[src/rtl/imem_loader_if.sv]
// Byte-stream and instruction-memory write bundle for imem_loader.
//   byte_valid/byte_data/byte_ready : valid/ready byte stream into the loader
//   mem_we/mem_waddr/mem_wdata      : instruction memory write port out of the loader
// master: the stream source / memory side. slave: the loader.
interface imem_loader_if #(
  parameter int unsigned ADDR_W = 8
);
  logic              byte_valid;
  logic [7:0]        byte_data;
  logic              byte_ready;
  logic              mem_we;
  logic [ADDR_W-1:0] mem_waddr;
  logic [31:0]       mem_wdata;

  modport master (
    output byte_valid, byte_data,
    input  byte_ready, mem_we, mem_waddr, mem_wdata
  );

  modport slave (
    input  byte_valid, byte_data,
    output byte_ready, mem_we, mem_waddr, mem_wdata
  );
endinterface

[src/rtl/imem_loader.sv]
// Instruction memory loader: assembles a little-endian byte stream into 32-bit
// words and writes them into a WORDS x 32 instruction store, optionally NOP-filling
// the whole store first. Holds the core while loading.
// Ports:
//   clk, rst_n        clock, async active-low reset
//   load_start        one-cycle load request (ignored while busy)
//   load_base         byte start address, word aligned (bits [1:0] ignored)
//   load_len          word count, 0..WORDS; larger values raise err
//   load_clear        NOP-fill the whole store before receiving
//   bus (slave)       byte stream in, memory write port out
//   cpu_hold, busy    high while not idle
//   done              one-cycle pulse at the end of a load
//   err               sticky length error, cleared by the next accepted load_start
module imem_loader #(
  parameter int unsigned ADDR_W   = 8,
  parameter int unsigned WORDS    = 64,
  parameter logic [31:0] NOP_WORD = 32'h0000_0013
) (
  input  logic              clk,
  input  logic              rst_n,
  input  logic              load_start,
  input  logic [ADDR_W-1:0] load_base,
  input  logic [ADDR_W-2:0] load_len,
  input  logic              load_clear,
  imem_loader_if.slave      bus,
  output logic              cpu_hold,
  output logic              busy,
  output logic              done,
  output logic              err
);

  localparam int unsigned IDX_W = ADDR_W - 2;
  localparam int unsigned LEN_W = ADDR_W - 1;
  localparam logic [IDX_W-1:0] LAST_IDX = IDX_W'(WORDS - 1);

  typedef enum logic [2:0] {IDLE, CLEAR, RECV, WRITE, DONE} state_e;

  state_e            state_q, state_d;
  logic [IDX_W-1:0]  widx_q, widx_d;
  logic [IDX_W-1:0]  cidx_q, cidx_d;
  logic [LEN_W-1:0]  rem_q, rem_d;
  logic [1:0]        bcnt_q, bcnt_d;
  logic [31:0]       word_q, word_d;
  logic              err_q, err_d;
  logic              busy_q, busy_d;
  logic              done_q, done_d;
  logic              byte_ready_q, byte_ready_d;
  logic              mem_we_q, mem_we_d;
  logic [ADDR_W-1:0] mem_waddr_q, mem_waddr_d;
  logic [31:0]       mem_wdata_q, mem_wdata_d;

  // Byte offset bits of the base address are deliberately dropped.
  logic unused_base_lsbs;
  assign unused_base_lsbs = ^load_base[1:0];

  // State and registered outputs.
  always_ff @(posedge clk or negedge rst_n) begin
    if (!rst_n) begin
      state_q      <= IDLE;
      widx_q       <= '0;
      cidx_q       <= '0;
      rem_q        <= '0;
      bcnt_q       <= '0;
      word_q       <= '0;
      err_q        <= 1'b0;
      busy_q       <= 1'b0;
      done_q       <= 1'b0;
      byte_ready_q <= 1'b0;
      mem_we_q     <= 1'b0;
      mem_waddr_q  <= '0;
      mem_wdata_q  <= '0;
    end else begin
      state_q      <= state_d;
      widx_q       <= widx_d;
      cidx_q       <= cidx_d;
      rem_q        <= rem_d;
      bcnt_q       <= bcnt_d;
      word_q       <= word_d;
      err_q        <= err_d;
      busy_q       <= busy_d;
      done_q       <= done_d;
      byte_ready_q <= byte_ready_d;
      mem_we_q     <= mem_we_d;
      mem_waddr_q  <= mem_waddr_d;
      mem_wdata_q  <= mem_wdata_d;
    end
  end

  // Next state; outputs are computed for the state being entered so they can be registered.
  always_comb begin
    state_d      = state_q;
    widx_d       = widx_q;
    cidx_d       = cidx_q;
    rem_d        = rem_q;
    bcnt_d       = bcnt_q;
    word_d       = word_q;
    err_d        = err_q;
    byte_ready_d = 1'b0;
    mem_we_d     = 1'b0;
    mem_waddr_d  = mem_waddr_q;
    mem_wdata_d  = mem_wdata_q;

    unique case (state_q)
      IDLE: begin
        if (load_start) begin
          err_d = 1'b0;
          if (load_len > LEN_W'(WORDS)) begin
            err_d = 1'b1;
          end else begin
            widx_d = load_base[ADDR_W-1:2];
            rem_d  = load_len;
            bcnt_d = '0;
            if (load_clear) begin
              state_d     = CLEAR;
              cidx_d      = '0;
              mem_we_d    = 1'b1;
              mem_waddr_d = '0;
              mem_wdata_d = NOP_WORD;
            end else if (load_len == '0) begin
              state_d = DONE;
            end else begin
              state_d      = RECV;
              byte_ready_d = 1'b1;
            end
          end
        end
      end

      CLEAR: begin
        if (cidx_q == LAST_IDX) begin
          if (rem_q == '0) begin
            state_d = DONE;
          end else begin
            state_d      = RECV;
            byte_ready_d = 1'b1;
          end
        end else begin
          cidx_d      = cidx_q + IDX_W'(1);
          mem_we_d    = 1'b1;
          mem_waddr_d = {cidx_d, 2'b00};
          mem_wdata_d = NOP_WORD;
        end
      end

      RECV: begin
        byte_ready_d = 1'b1;
        if (bus.byte_valid && byte_ready_q) begin
          // Shift in from the top: after four bytes the first one sits in [7:0].
          word_d = {bus.byte_data, word_q[31:8]};
          bcnt_d = bcnt_q + 2'd1;
          if (bcnt_q == 2'd3) begin
            state_d      = WRITE;
            byte_ready_d = 1'b0;
            mem_we_d     = 1'b1;
            mem_waddr_d  = {widx_q, 2'b00};
            mem_wdata_d  = word_d;
          end
        end
      end

      WRITE: begin
        widx_d = (widx_q == LAST_IDX) ? '0 : widx_q + IDX_W'(1);
        rem_d  = rem_q - LEN_W'(1);
        if (rem_q == LEN_W'(1)) begin
          state_d = DONE;
        end else begin
          state_d      = RECV;
          byte_ready_d = 1'b1;
        end
      end

      DONE: begin
        state_d = IDLE;
      end

      default: begin
        state_d = IDLE;
      end
    endcase

    busy_d = (state_d != IDLE);
    done_d = (state_d == DONE);
  end

  assign busy           = busy_q;
  assign cpu_hold       = busy_q;   // hold spans exactly the non-idle states
  assign done           = done_q;
  assign err            = err_q;
  assign bus.byte_ready = byte_ready_q;
  assign bus.mem_we     = mem_we_q;
  assign bus.mem_waddr  = mem_waddr_q;
  assign bus.mem_wdata  = mem_wdata_q;

endmodule

[src/flat_wrapper.sv]
// flat-port wrapper written by rule: the top's interface ports become plain ports
module imem_loader_flat 
#(
  parameter int unsigned ADDR_W   = 8,
  parameter int unsigned WORDS    = 64,
  parameter logic [31:0] NOP_WORD = 32'h0000_0013
)
  (clk, rst_n, load_start, load_base, load_len, load_clear, cpu_hold, busy, done, err, bus_byte_valid, bus_byte_data, bus_byte_ready, bus_mem_we, bus_mem_waddr, bus_mem_wdata);
  imem_loader_if #(.ADDR_W(ADDR_W)) bus_i ();
  input  logic clk;
  input  logic rst_n;
  input  logic load_start;
  input  logic [ADDR_W-1:0] load_base;
  input  logic [ADDR_W-2:0] load_len;
  input  logic load_clear;
  output logic cpu_hold;
  output logic busy;
  output logic done;
  output logic err;
  input wire logic [$bits(bus_i.byte_valid)-1:0] bus_byte_valid;
  input wire logic [$bits(bus_i.byte_data)-1:0] bus_byte_data;
  output wire logic [$bits(bus_i.byte_ready)-1:0] bus_byte_ready;
  output wire logic [$bits(bus_i.mem_we)-1:0] bus_mem_we;
  output wire logic [$bits(bus_i.mem_waddr)-1:0] bus_mem_waddr;
  output wire logic [$bits(bus_i.mem_wdata)-1:0] bus_mem_wdata;
  assign bus_i.byte_valid = bus_byte_valid;
  assign bus_i.byte_data = bus_byte_data;
  assign bus_byte_ready = bus_i.byte_ready;
  assign bus_mem_we = bus_i.mem_we;
  assign bus_mem_waddr = bus_i.mem_waddr;
  assign bus_mem_wdata = bus_i.mem_wdata;
  imem_loader #(.ADDR_W(ADDR_W), .WORDS(WORDS), .NOP_WORD(NOP_WORD)) u_core (.clk(clk), .rst_n(rst_n), .load_start(load_start), .load_base(load_base), .load_len(load_len), .load_clear(load_clear), .bus(bus_i), .cpu_hold(cpu_hold), .busy(busy), .done(done), .err(err));
endmodule
[config.mk]
export PLATFORM = sky130hd
export DESIGN_NAME = imem_loader_flat
export DESIGN_NICKNAME = d
export VERILOG_FILES = /design/src/rtl/imem_loader_if.sv /design/src/rtl/imem_loader.sv /design/src/flat_wrapper.sv
export SDC_FILE = /design/constraint.sdc
export NUM_CORES = 1
export LEC_CHECK = 0
export CAP_MARGIN = 20
export CORE_UTILIZATION = 51
export DETAILED_ROUTE_END_ITERATION = 6
export PLACE_DENSITY_LB_ADDON = 0.1
export SLEW_MARGIN = 20
export SYNTH_ARGS = -nofsm -noshare
export SYNTH_HDL_FRONTEND = slang
export SYNTH_SLANG_ARGS = --single-unit
[constraint.sdc]
create_clock -name clk -period 2.1 [get_ports clk]
set_input_delay 0.525 -clock clk [delete_from_list [all_inputs] [get_ports clk]]
set_output_delay 0.525 -clock clk [all_outputs]
set_load 0.01 [all_outputs]
==> flow_summary.json, run 1 <==
{
  "finClkSkew_ns": 0.0191,
  "place.gp.congestion": 0.836,
  "grt_start_max_net_pins": 43,
  "setup_ws_ns": 0.0853,
  "fmax_ghz": 0.496,
  "outcome": "finished clean",
  "syn_inst": 453,
  "die_area_sq_mm": 0.00835,
  "ys_ff_latch": 91,
  "clkTransAtPathRegs_ns": 0.09,
  "critPathBufInv": 0,
  "nets": 574,
  "rows": 32,
  "p_leak_nw": 2.42,
  "clk_latency_ns": 0.36,
  "placed_area_sq_mm": 0.00505,
  "yosysSeqAreaShare_pct": 55.9,
  "initialDrtViolationCount": 151,
  "rsz0062_at_grt": "no",
  "synth-edff-count": 0,
  "worstPathArrival_ns": 2.23,
  "cts_num_sinks": 91,
  "drcViolationCount": 0,
  "peakVddDrop_uv": 548,
  "vias": 3454,
  "ios": 74,
  "cpPeakStageDelay_ns": 0.49,
  "finalSetupViolCount": 0,
  "portBuffers": 69,
  "grt_pass1_vias": 3268,
  "area_delta_synth_final_pct": 29.1,
  "postCtsSetupRepairBufs": 0,
  "dp_slack_ns": -0.416,
  "cp_max_fo": 5,
  "root_buffer": "clkbuf_8",
  "grt-ovfl-total": 0,
  "criticalPathCategory": "flop to flop",
  "fin_crit_sh_pct": 95.9,
  "ys_dominant_reg_cell": "dfrtp_1",
  "grt_pass1_wl_mm": 15.9,
  "avgSynthCellArea_sq_um": 9.00,
  "drv_cap": 0,
  "die_x_um": 91.4,
  "start_util_pct": 52.7,
  "end_kind": "flop",
  "synth-async-reset-ratio_pct": 100,
  "path_cells": "or2_4 > nor4_4 > nand2_2 > a221o_1 > or4_1",
  "gr-usage-all-layers_pct": 24.2,
  "hold_violations": 0,
  "antenna_found_initial": 0,
  "clk_path_buf_depth": 2,
  "ant_nets": 0,
  "core_area_sq_mm": 0.00773,
  "fin_crit_ns": 2.01,
  "h-tree-depth": 3,
  "diodes": 0,
  "ys_warn_count": 0,
  "critPathSlowestCell": "or4_1",
  "die_h_um": 91.4,
  "cts_tree": "built",
  "wl_per_cell_um": 14.7,
  "first_pass_iters": 4,
  "powerDensity_mw_per_mm2": 1170,
  "dp_hpwl_mm": 6.66,
  "hold-worst-slack_ns": 0.0407,
  "cts_hold_buffers": 0,
  "syn_area_sq_mm": 0.00408,
  "critPathLaunchType": "flop",
  "vias_per_cell": 5.35,
  "ys_types": 50,
  "postLayoutCellArea_sq_mm": 0.00526,
  "wl_mm": 9.51,
  "path_delay_family": "simple AND/OR/NAND/NOR gates",
  "hold_path.class": "input pin to asynchronous set/reset pin",
  "report.final.slew_viol_count": 0,
  "cts_buffers": 9,
  "drive_above_1_share_pct": 11.4,
  "cp.required_ns": 2.32
}
## area by class of cell
class	instances	area [sq um]
Fill cell	626	2460
Sequential cell	91	2280
Multi-Input combinational cell	331	1680
Timing Repair Buffer	100	957
Clock buffer	10	138
Tap cell	102	128
Clock inverter	5	60.1
Inverter	7	26.3
## metal layers
| layer | global-route usage, % | vias up | share of wire (%) |
|---|---|---|---|
| met5 | 0 | - | 0 |
| met4 | 8.99 | 0 | 1.9 |
| met3 | 3.43 | 15 | 4.4 |
| met2 | 35.7 | 96 | 45 |
| met1 | 36.3 | 1652 | 49 |
| li1 | - | 1691 | - |
## per-stage QoR
step | TNS, ns | cells | power (mW) | util (%)
final | 0 | 646 | 6.15 | 68.1
after global routing | 0 | 646 | 6.57 | 68.1
after CTS | 0 | 646 | 6.16 | 67.9
after detailed placement | -13.77 | 631 | 4.96 | 65.3
after global placement | -14.06 | 631 | 4.89 | 65.3
after floorplan | 0 | 454 | 3.94 | -
## path summary, 6_finish.rpt
path | startpoint | to | slack (ns) | depth (start not counted)
max | u_core.rem_q[3]$_DFFE_PN0P_ | u_core.busy$_DFF_PN0_ | 0.09 | 5
min | rst_n | u_core.bcnt_q[1]$_DFFE_PN0P_ | 0.04 | 1
max reg2reg | u_core.rem_q[3]$_DFFE_PN0P_ | u_core.busy$_DFF_PN0_ | 0.09 | 5
min reg2reg | u_core.word_q[10]$_DFFE_PN0P_ | u_core.word_q[10]$_DFFE_PN0P_ | 0.48 | 2
max in group asynchronous | rst_n | u_core.cidx_q[0]$_DFFE_PN0P_ | 1.50 | 2
min in group clk | u_core.word_q[10]$_DFFE_PN0P_ | u_core.word_q[10]$_DFFE_PN0P_ | 0.48 | 2
## worst reg2reg max path, cell delays in order (launching register included)
cell,delay (ns)
dfrtp_1,0.42
or2_4,0.28
nor4_4,0.26
nand2_2,0.09
a221o_1,0.34
or4_1,0.49
## power breakdown
part / internal [mW] / leakage [nW] / switching (mW)
Clock: 0.583 / 0.0992 / 0.621
Combinational: 1.02 / 1.16 / 1.09
Sequential: 2.32 / 1.17 / 0.509
Total: 3.93 / 2.42 / 2.22
## flip-flops by register name (all words and copies together), names as in the netlist, 2 cells and up
signal                cells
u_core.state_q            3
u_core.cidx_q             6
u_core.bcnt_q             2
u_core.rem_q              7
u_core.widx_q             6
u_core.bus.mem_wdata     32
u_core.bus.mem_waddr      6
u_core.word_q            24
## layout by cell type (no fill, tap or decap), types with 3 or more instances in the layout
cell             Yosys  routed
o22ai_1              4       4
and3_1               3       3
nor2_1              20      19
inv_1                7       7
nand2_1            158     158
ha_1                 6       6
xor2_1               3       3
buf_4                4      29
clkbuf_8             0      10
clkdlybuf4s50_1      0      64
dlygate4sd2_1        0       3
a21oi_1             16      16
nand3_1             15      15
a221oi_1             3       3
dfrtp_1             91      90
o211ai_1             5       5
buf_12               0       3
nand4_1              4       4
nor3_1              13      13
o21ai_0             42      42
## kinds of logic after synthesis
| kind of cell | Yosys count | synth area share (%) |
|---|---|---|
| xor+xnor | 5 | 1.07 |
| buf+inv | 32 | 3.56 |
| mux | 3 | 0.768 |
| other cells | 1 | 0.0920 |
| flops | 91 | 55.9 |
| compound gates | 82 | 11.5 |
| simple gates | 233 | 25.3 |
| fa+ha+maj | 6 | 1.84 |
## synth_stat cells, types with 2 or more instances
cell type,number,area [sq um]
ha_1,6,75.1
nor3_1,13,65.1
inv_1,7,26.3
nor3b_1,2,15.0
a21o_1,2,15.0
nand2_1,158,593
o211ai_1,5,37.5
nand2b_1,2,12.5
dfrtp_1,91,2280
o22ai_1,4,25.0
and3_1,3,18.8
xor2_1,3,26.3
nand4_1,4,25.0
a21oi_1,16,80.1
a221oi_1,3,26.3
o21ai_0,42,210
buf_2,8,40.0
xnor2_1,2,17.5
nor2_1,20,75.1
mux2i_1,2,20.0
nand3_1,15,75.1
buf_4,4,30.0
clkbuf_1,13,48.8
a31oi_1,2,12.5
## what timing repair did
item,in CTS,in global routing
resized for setup,3,5
pin swaps,2,2
endpoints found under the setup margin,1,2
Power figures use the tool's default switching activity.
==> run 2: changes to the inputs <==
--- a/config.mk
+++ b/config.mk
@@ -9,7 +9,9 @@
 export CORE_UTILIZATION = 51
 export DETAILED_ROUTE_END_ITERATION = 6
 export PLACE_DENSITY_LB_ADDON = 0.1
+export RECOVER_POWER = 100
 export SLEW_MARGIN = 20
 export SYNTH_ARGS = -nofsm -noshare
 export SYNTH_HDL_FRONTEND = slang
 export SYNTH_SLANG_ARGS = --single-unit
+export TNS_END_PERCENT = 100
==> run 2 against run 1 <==
  * Maximum frequency decreased by 0.12%
  * Sequential share of layout area increased by 0.18 points
  * Clock-buffer cell count unchanged
  * Highest routed layer unchanged
  * Clock power about the same
  * Sequential cell count unchanged
  * Die area unchanged
  * Cell area decreased by 0.40%
==> flow_summary.json, run 2 (same netlist as run 1, synthesis figures left out) <==
{
  "clk_path_buf_depth": 2,
  "layout_common_cells": "nand2_1 (158), dfrtp_1 (90), dlygate4sd3_1 (44), o21ai_0 (42), clkdlybuf4s50_1 (20)",
  "nets": 574,
  "fmax_ghz": 0.496,
  "dp_hpwl_mm": 6.66,
  "vias_per_cell": 5.36,
  "finClkSkew_ns": 0.0188,
  "ios": 74,
  "ant_nets": 0,
  "rows": 32,
  "root_buffer": "clkbuf_8",
  "cts_tree": "built",
  "gr-usage-all-layers_pct": 24.2,
  "rsz0062_at_grt": "no",
  "setup_ws_ns": 0.0828,
  "clk_latency_ns": 0.36,
  "postCtsSetupRepairBufs": 0,
  "peakVddDrop_uv": 541,
  "first_pass_iters": 5,
  "powerDensity_mw_per_mm2": 1160,
  "grt_pass1_vias": 3268,
  "diodes": 0,
  "fin_crit_ns": 2.02,
  "cp.required_ns": 2.32,
  "end_kind": "flop",
  "die_x_um": 91.4,
  "drv_cap": 0,
  "wl_mm": 9.48,
  "highest_layer": "met4",
  "finalSetupViolCount": 0,
  "core_area_sq_mm": 0.00773,
  "worstPathArrival_ns": 2.23,
  "worstMarginPinSlew_ns": 1.12,
  "wl_met2_mm": 4.29,
  "die_h_um": 91.4,
  "fin_crit_sh_pct": 96.1,
  "largest_reg_flops": 32,
  "slew_headroom_pct": 25.2,
  "area_delta_synth_final_pct": 28.6,
  "route.met3.wl_um": 415,
  "regToRegSetupSlack_ns": 0.08,
  "portBuffers": 69,
  "grt_pass1_wl_mm": 15.9,
  "cts_num_sinks": 91,
  "rr_endpoint": "u_core.busy$_DFF_PN0_",
  "placed_area_sq_mm": 0.00505,
  "wl_met1_mm": 4.62,
  "dp_slack_ns": -0.416,
  "hold_path.class": "input pin to asynchronous set/reset pin",
  "r2r_start": "u_core.rem_q[3]$_DFFE_PN0P_",
  "antenna_found_initial": 0,
  "grt_start_max_net_pins": 43,
  "hold_violations": 0,
  "critPathLaunchType": "flop",
  "drive_above_1_share_pct": 10.8,
  "final_common_cell": "nand2_1",
  "report.final.slew_viol_count": 0,
  "cp_max_fo": 5,
  "vias": 3462,
  "start_util_pct": 52.7,
  "h-tree-depth": 3,
  "cts_buffers": 9,
  "initialDrtViolationCount": 171,
  "postLayoutCellArea_sq_mm": 0.00524,
  "p_leak_nw": 2.51,
  "drcViolationCount": 0,
  "criticalPathCategory": "flop to flop",
  "place.gp.congestion": 0.836,
  "rr_worst_depth": 5,
  "hold-worst-slack_ns": 0.361,
  "die_area_sq_mm": 0.00835,
  "clkTransAtPathRegs_ns": 0.09,
  "wl_per_cell_um": 14.7,
  "grt-ovfl-total": 0,
  "outcome": "finished clean"
}
[run 2: final cells by class]
type | count | area [sq um]
Multi-Input combinational cell | 331 | 1680
Clock buffer | 10 | 138
Tap cell | 102 | 128
Clock inverter | 5 | 60.1
Timing Repair Buffer | 100 | 936
Fill cell | 632 | 2490
Sequential cell | 91 | 2280
Inverter | 7 | 26.3
[run 2: metrics by stage]
stage / power [mW] / instances / utilization (%) / setup TNS (ns)
after floorplan: 3.94 / 454 / - / 0
after global placement: 4.89 / 631 / 65.3 / -14.06
after detailed placement: 4.96 / 631 / 65.3 / -13.77
after CTS: 6.16 / 646 / 67.9 / 0
after global routing: 6.47 / 646 / 67.8 / 0
final: 6.06 / 646 / 67.8 / 0
[run 2: per-layer routing]
layer  global-route usage, %  up-vias
met3                    3.43       13
met2                    35.7       94
met4                    8.99        0
li1                        -     1689
met5                       0        -
met1                    36.3     1666
[run 2: worst max-delay path, cell delays in order, from the launching register on]
cell	delay [ns]
dfrtp_1	0.42
or2_4	0.28
nor4_4	0.26
nand2_2	0.09
a221o_1	0.34
or4_1	0.49
[run 2: repair_timing]
action	CTS	global route
pin swaps	2	2
resized for setup	3	5
endpoints found under the setup margin	1	2
hold buffers	0	0
[run 2: worst max-delay path by stage]
stage	start	end	depth (start not counted)
global route	load_start	u_core.rem_q[5]$_DFFE_PN0P_	6
floorplan	load_len[1]	u_core.busy$_DFF_PN0_	5
finish	u_core.rem_q[3]$_DFFE_PN0P_	u_core.busy$_DFF_PN0_	5
detailed placement	load_len[1]	u_core.busy$_DFF_PN0_	6
global placement	load_len[1]	u_core.busy$_DFF_PN0_	6
CTS	u_core.rem_q[3]$_DFFE_PN0P_	u_core.busy$_DFF_PN0_	5
[run 2: power breakdown]
group	total (mW)	internal, mW	leakage [nW]	switching, mW
clock network	1.21	0.583	0.0992	0.622
registers	2.82	2.32	1.17	0.502
logic	2.03	0.936	1.25	1.09
total	6.06	3.84	2.51	2.21
